[config.mk]
export PLATFORM = sky130hd
export DESIGN_NAME = fixed_point_divider
export DESIGN_NICKNAME = d
export VERILOG_FILES = /design/src/rtl/fixed_point_divider_pkg.sv /design/src/rtl/fixed_point_divider_step.sv /design/src/rtl/fixed_point_divider.sv
export SDC_FILE = /design/constraint.sdc
export NUM_CORES = 1
export LEC_CHECK = 0
export ABC_AREA = 1
export CELL_PAD_IN_SITES_DETAIL_PLACEMENT = 1
export CELL_PAD_IN_SITES_GLOBAL_PLACEMENT = 2
export CORE_MARGIN = 2
export CORE_UTILIZATION = 32
export DETAILED_ROUTE_END_ITERATION = 12
export PLACE_DENSITY_LB_ADDON = 0.1
export SYNTH_ARGS = -nofsm -noshare
export SYNTH_HDL_FRONTEND = slang
export SYNTH_SLANG_ARGS = --single-unit
[constraint.sdc]
create_clock -name clk -period 2.95 [get_ports clk]
set_input_delay 0.295 -clock clk [delete_from_list [all_inputs] [get_ports clk]]
set_output_delay 0.295 -clock clk [all_outputs]
set_load 0.02 [all_outputs]
[src/rtl/fixed_point_divider_pkg.sv]
// Shared definitions for the fixed-point divider: FSM encoding, symmetric
// saturation limits and sign/magnitude helpers common with the multiplier.
package fixed_point_divider_pkg;

  localparam int Q_W = 16;

  typedef enum logic [1:0] {
    S_IDLE   = 2'd0,
    S_DIVIDE = 2'd1,
    S_FINISH = 2'd2
  } state_e;

  // Symmetric limits: the most negative code 0x8000 is never produced.
  localparam logic [Q_W-1:0] POS_MAX = 16'h7FFF;
  localparam logic [Q_W-1:0] NEG_MAX = 16'h8001;

  // One extra bit so that 0x8000 maps to 32768 without wrapping.
  function automatic logic [Q_W:0] to_magnitude(input logic [Q_W-1:0] v);
    logic [Q_W:0] ext;
    ext = {v[Q_W-1], v};
    return v[Q_W-1] ? (~ext + (Q_W+1)'(1)) : ext;
  endfunction

  function automatic logic [Q_W-1:0] apply_sign(input logic [Q_W-1:0] mag,
                                                input logic           neg);
    return (neg && (mag != '0)) ? (~mag + Q_W'(1)) : mag;
  endfunction

endpackage

[src/rtl/fixed_point_divider_step.sv]
// One restoring-division step: shift in the next dividend bit and subtract
// the divisor when it fits.
module div_restoring_step #(
  parameter int RW = 17
) (
  input  logic [RW-1:0] rem_i,
  input  logic [RW-1:0] div_i,
  input  logic          bit_i,
  output logic [RW-1:0] rem_o,
  output logic          q_o
);

  logic [RW:0] trial;

  assign trial = {rem_i, bit_i};
  assign q_o   = (trial >= {1'b0, div_i});
  // The remainder stays below the divisor, so the difference fits in RW bits.
  assign rem_o = q_o ? RW'(trial - {1'b0, div_i}) : trial[RW-1:0];

endmodule

[src/rtl/fixed_point_divider.sv]
// Iterative signed Q-format divider, one quotient bit per clock, with
// enable/done handshake and symmetric saturation.
//
// Handshake: enable is sampled only while IDLE (busy low, or the cycle done is
// high); busy is high from the accepting edge until done drops; done is a
// one-cycle pulse and quotient/overflow/div_by_zero hold until the next done.
module fixed_point_divider
  import fixed_point_divider_pkg::*;
#(
  parameter int WIDTH              = 16,
  parameter int EXP_WIDTH_A        = 5,
  parameter int EXP_WIDTH_B        = 5,
  parameter int EXP_WIDTH_QUOTIENT = 5
) (
  input  logic             clk,
  input  logic             reset,
  input  logic             enable,
  input  logic [WIDTH-1:0] A,
  input  logic [WIDTH-1:0] B,
  output logic [WIDTH-1:0] quotient,
  output logic             done,
  output logic             busy,
  output logic             overflow,
  output logic             div_by_zero,
  output state_e           state_o
);

  localparam int SHIFT    = EXP_WIDTH_QUOTIENT - EXP_WIDTH_A + EXP_WIDTH_B;
  localparam int DIV_BITS = WIDTH + SHIFT;
  localparam int CW       = $clog2(DIV_BITS + 1);

  generate
    if (SHIFT < 0) begin : g_bad_shift
      $error("fixed_point_divider: negative quotient shift is not supported");
    end
    if (WIDTH != Q_W) begin : g_bad_width
      $error("fixed_point_divider: WIDTH must match the shared package width");
    end
  endgenerate

  state_e              state_q;
  logic [CW-1:0]       cnt_q;
  logic                sign_q;
  logic                zero_q;
  logic                a_neg_q;
  logic [WIDTH:0]      dvs_q;
  logic [DIV_BITS-1:0] dvd_q;
  logic [WIDTH:0]      rem_q;
  logic [DIV_BITS-1:0] quo_q;
  logic [WIDTH-1:0]    quotient_q;
  logic                done_q;
  logic                busy_q;
  logic                overflow_q;
  logic                dbz_q;

  logic [WIDTH:0]      rem_d;
  logic                qbit_d;
  logic                sat_d;
  logic [WIDTH-1:0]    mag_d;

  div_restoring_step #(.RW(WIDTH + 1)) u_step (
    .rem_i (rem_q),
    .div_i (dvs_q),
    .bit_i (dvd_q[DIV_BITS-1]),
    .rem_o (rem_d),
    .q_o   (qbit_d)
  );

  // Any raw quotient bit at or above the sign position means |q| > POS_MAX.
  assign sat_d = |quo_q[DIV_BITS-1:WIDTH-1];
  assign mag_d = sat_d ? POS_MAX : {1'b0, quo_q[WIDTH-2:0]};

  always_ff @(posedge clk) begin
    if (reset) begin
      state_q    <= S_IDLE;
      cnt_q      <= '0;
      sign_q     <= 1'b0;
      zero_q     <= 1'b0;
      a_neg_q    <= 1'b0;
      dvs_q      <= '0;
      dvd_q      <= '0;
      rem_q      <= '0;
      quo_q      <= '0;
      quotient_q <= '0;
      done_q     <= 1'b0;
      busy_q     <= 1'b0;
      overflow_q <= 1'b0;
      dbz_q      <= 1'b0;
    end else begin
      case (state_q)
        S_IDLE: begin
          done_q <= 1'b0;
          busy_q <= enable;
          if (enable) begin
            sign_q  <= A[WIDTH-1] ^ B[WIDTH-1];
            zero_q  <= (B == '0);
            a_neg_q <= A[WIDTH-1];
            dvs_q   <= to_magnitude(B);
            dvd_q   <= DIV_BITS'(to_magnitude(A)) << SHIFT;
            rem_q   <= '0;
            quo_q   <= '0;
            cnt_q   <= CW'(DIV_BITS);
            state_q <= S_DIVIDE;
          end
        end
        S_DIVIDE: begin
          rem_q <= rem_d;
          quo_q <= {quo_q[DIV_BITS-2:0], qbit_d};
          dvd_q <= {dvd_q[DIV_BITS-2:0], 1'b0};
          cnt_q <= cnt_q - CW'(1);
          if (cnt_q == CW'(1)) begin
            state_q <= S_FINISH;
          end
        end
        S_FINISH: begin
          if (zero_q) begin
            quotient_q <= a_neg_q ? NEG_MAX : POS_MAX;
            overflow_q <= 1'b0;
          end else begin
            quotient_q <= apply_sign(mag_d, sign_q);
            overflow_q <= sat_d;
          end
          dbz_q   <= zero_q;
          done_q  <= 1'b1;
          state_q <= S_IDLE;
        end
        default: begin
          state_q <= S_IDLE;
        end
      endcase
    end
  end

  assign quotient    = quotient_q;
  assign done        = done_q;
  assign busy        = busy_q;
  assign overflow    = overflow_q;
  assign div_by_zero = dbz_q;
  assign state_o     = state_q;

endmodule

==> results.md <==
* Yosys reg bits at a little over 100
* Final hold violations at 0
* Die area at between 20000 and 25000 µm²
* Clk pin slew, worst setup/hold paths at 80 ps
* Final worst-path cycle share at 0.867
* Mapped Cells at around 910
* Port Buffers at 56
* WP buf/inv at 1
* TNS Setup at 0 ps
* Status: completed
* CP required at roughly 3200 ps
* Total chip power at 6.34 mW
* Worst Skew at about 12 ps
* Sequential share of the synthesized area at 0.328
* Max-slew violation count at 0
* H-tree levels at 3
* Minimum clock period at approximately 2600 ps
* Grt total ovfl at 0
* Hold WS at between 300 and 400 ps
* Worst path arrival time at between 2000 and 3000 ps
* Unrepaired setup endpoints after global routing: no
* Starting density of the core at 0.328
* Hold Crit Class: primary input to flop
* Fin area at about 7200 µm²
* Slowest stage delay, CP at 430 ps
* Via/cell ratio at 5.12
* Worst-path cell chain: inv_1, ha_1, fa_1, o21ai_2, nand2_1, nand2_1, nand2_1, nand2_1, nand2_2, nand2_2, nand2_1, nand3_1, a21oi_1
* Non-filler cells, final at 1192
* Endpoints failing setup at 0
* Die H at between 100 and 150 µm
* Post-route antenna net violation count at 0
* Crit. End Element: flop
* Ranking of synthesized cells by area: dfxtp_1, nand2_1, a21oi_1, inv_1, nand3_1
* Synth area leader: dfxtp_1
* I/O pins at 57
* DP Wirelength at 14.5 mm
* Area Growth Syn to Fin at 17.6%
* Synth unique cells at 47
* CTS tree: yes
* Final WL at approximately 19 mm
* Synth top area share at 0.328
* Die W at between 100 and 150 µm
* Synthesized cell area at around 6000 µm²
* Worst slack, placed at roughly 420 ps
* Synth Net Count at 969
* Antenna cells at 0
* Routed length per placed instance at 15.6 µm
* Core Util, Final at 0.386
* Clk root buf: clkbuf_16
* Crit-path max FO at 18
* Post_cts resized at 0
* Count of hold-fix buffers inserted at cts at 0
* Max-Cap Viols at 0
* Setup WS post-layout at 392 ps
* Site Rows at 50
* RD Place Congestion at ~0.83
* Wire length of the first global-routing pass at around 32 mm
* CTS sink cnt at around 100
* Pwr per Cell Area at a little under 900 nW/µm²
* Static Leak at approximately 3.2 nW
* Worst vdd rail ir drop at roughly 0.31 mV
* Initial antenna violation count at 0
* Num CTS Buffers at 9
* Yosys Warn Count at 0
* Tightest Pin Transition at between 1000 and 1500 ps
* Placed Cells incl. Taps at 1176
* Nets at roughly 1000
* DRC Markers at 0
* Pre-Repair DR Iteration Count at 4
* Relative slew slack at 0.323
* Pin count of the biggest net entering global routing at around 50
* Vias in the first global route at between 6000 and 7000
* Post-Syn Area per Cell at roughly 6.8 µm²
* Fmax at 391 MHz
* Crit-path slowest cell: fa_1
* Clock Path Buffers at 2
* Top cell by count, worst path: nand2_1
* GR Util All Layers at 0.193
* Skew-Pair Late Insertion Delay at 360 ps
* Crit path kind: flop to flop
* Startpoint Class: flop
* Core area at roughly 19000 µm²
* Top delay family on crit path: simple AND/OR/NAND/NOR gates
* Share of layout cells above drive strength 1 at 0.0678
* Area after DPL at 6950 µm²
* Post-CTS setup buffers at 0
* Drt initial violations at 212
* Via count at 6100
==> final timing paths <==
check	start	endpoint	slack, ps	cells past startpoint
hold reg to reg	dvs_q[16]	dvs_q[16]	460	2
setup / recovery	dvd_q[20]	rem_q[2]	390	13
hold / removal	reset	dvd_q[20]	360	2
setup reg to reg	dvd_q[20]	rem_q[2]	390	13
==> cell families after synthesis <==
family | Yosys count | synth area share
flops | 101 | 0.328
buf+inv | 146 | 0.0924
simple gates | 431 | 0.320
fa+ha+maj | 23 | 0.0479
xor+xnor | 22 | 0.0313
compound gates | 188 | 0.181
==> power by group <==
group / internal [mW] / switching (mW) / leakage [nW] / total, mW
logic: 1.24 / 2.22 / 2.24 / 3.46
clock network: 0.594 / 0.599 / 0.137 / 1.19
registers: 1.54 / 0.148 / 0.823 / 1.69
total: 3.37 / 2.96 / 3.20 / 6.34
==> final cells by class <==
| class | count | area (µm²) |
|---|---|---|
| Clock buffer | 9 | 225 |
| Clock inverter | 7 | 68.8 |
| Fill cell | 2390 | 11500 |
| Inverter | 108 | 405 |
| Multi-Input combinational cell | 664 | 3570 |
| Sequential cell | 101 | 2020 |
| Tap cell | 234 | 293 |
| Timing Repair Buffer | 69 | 653 |
==> state kept, by name (all words and copies together), names as in the netlist, 2 cells and up <==
| signal | cells |
|---|---|
| quotient | 16 |
| dvd_q | 16 |
| state_o | 2 |
| quo_q | 21 |
| rem_q | 17 |
| dvs_q | 17 |
| cnt_q | 5 |
==> Yosys cell counts, drive strengths merged <==
master,number
a211oi,1
a21o,2
a21oi,91
a221oi,1
a22oi,8
a31oi,7
a41oi,1
and2,1
buf,8
clkbuf,30
clkinv,1
dfxtp,101
fa,1
ha,22
inv,107
nand2,215
nand3,75
nand3b,19
nand4,11
nor2,93
nor3,13
nor4,2
o211ai,6
o21ai,44
o21bai,3
o221ai,5
o22ai,1
o31ai,1
o32ai,17
or2,2
xnor2,11
xor2,11
==> layer usage <==
layer / share of wire / track usage
met1: 0.51 / 0.268
met2: 0.45 / 0.321
met3: 0.028 / 0.0282
met4: 0.0079 / 0.0375
met5: 0 / 0
==> cells in the final DEF (no fill, tap or decap), types with 19 or more instances in the layout <==
master / instances
nand3b_1: 19
o21ai_0: 41
inv_1: 105
nand3_1: 71
nor2_1: 76
a21oi_1: 89
clkdlybuf4s50_1: 55
ha_1: 22
dfxtp_1: 101
nand2_1: 209
No activity file was read; power rests on OpenSTA's default activity.
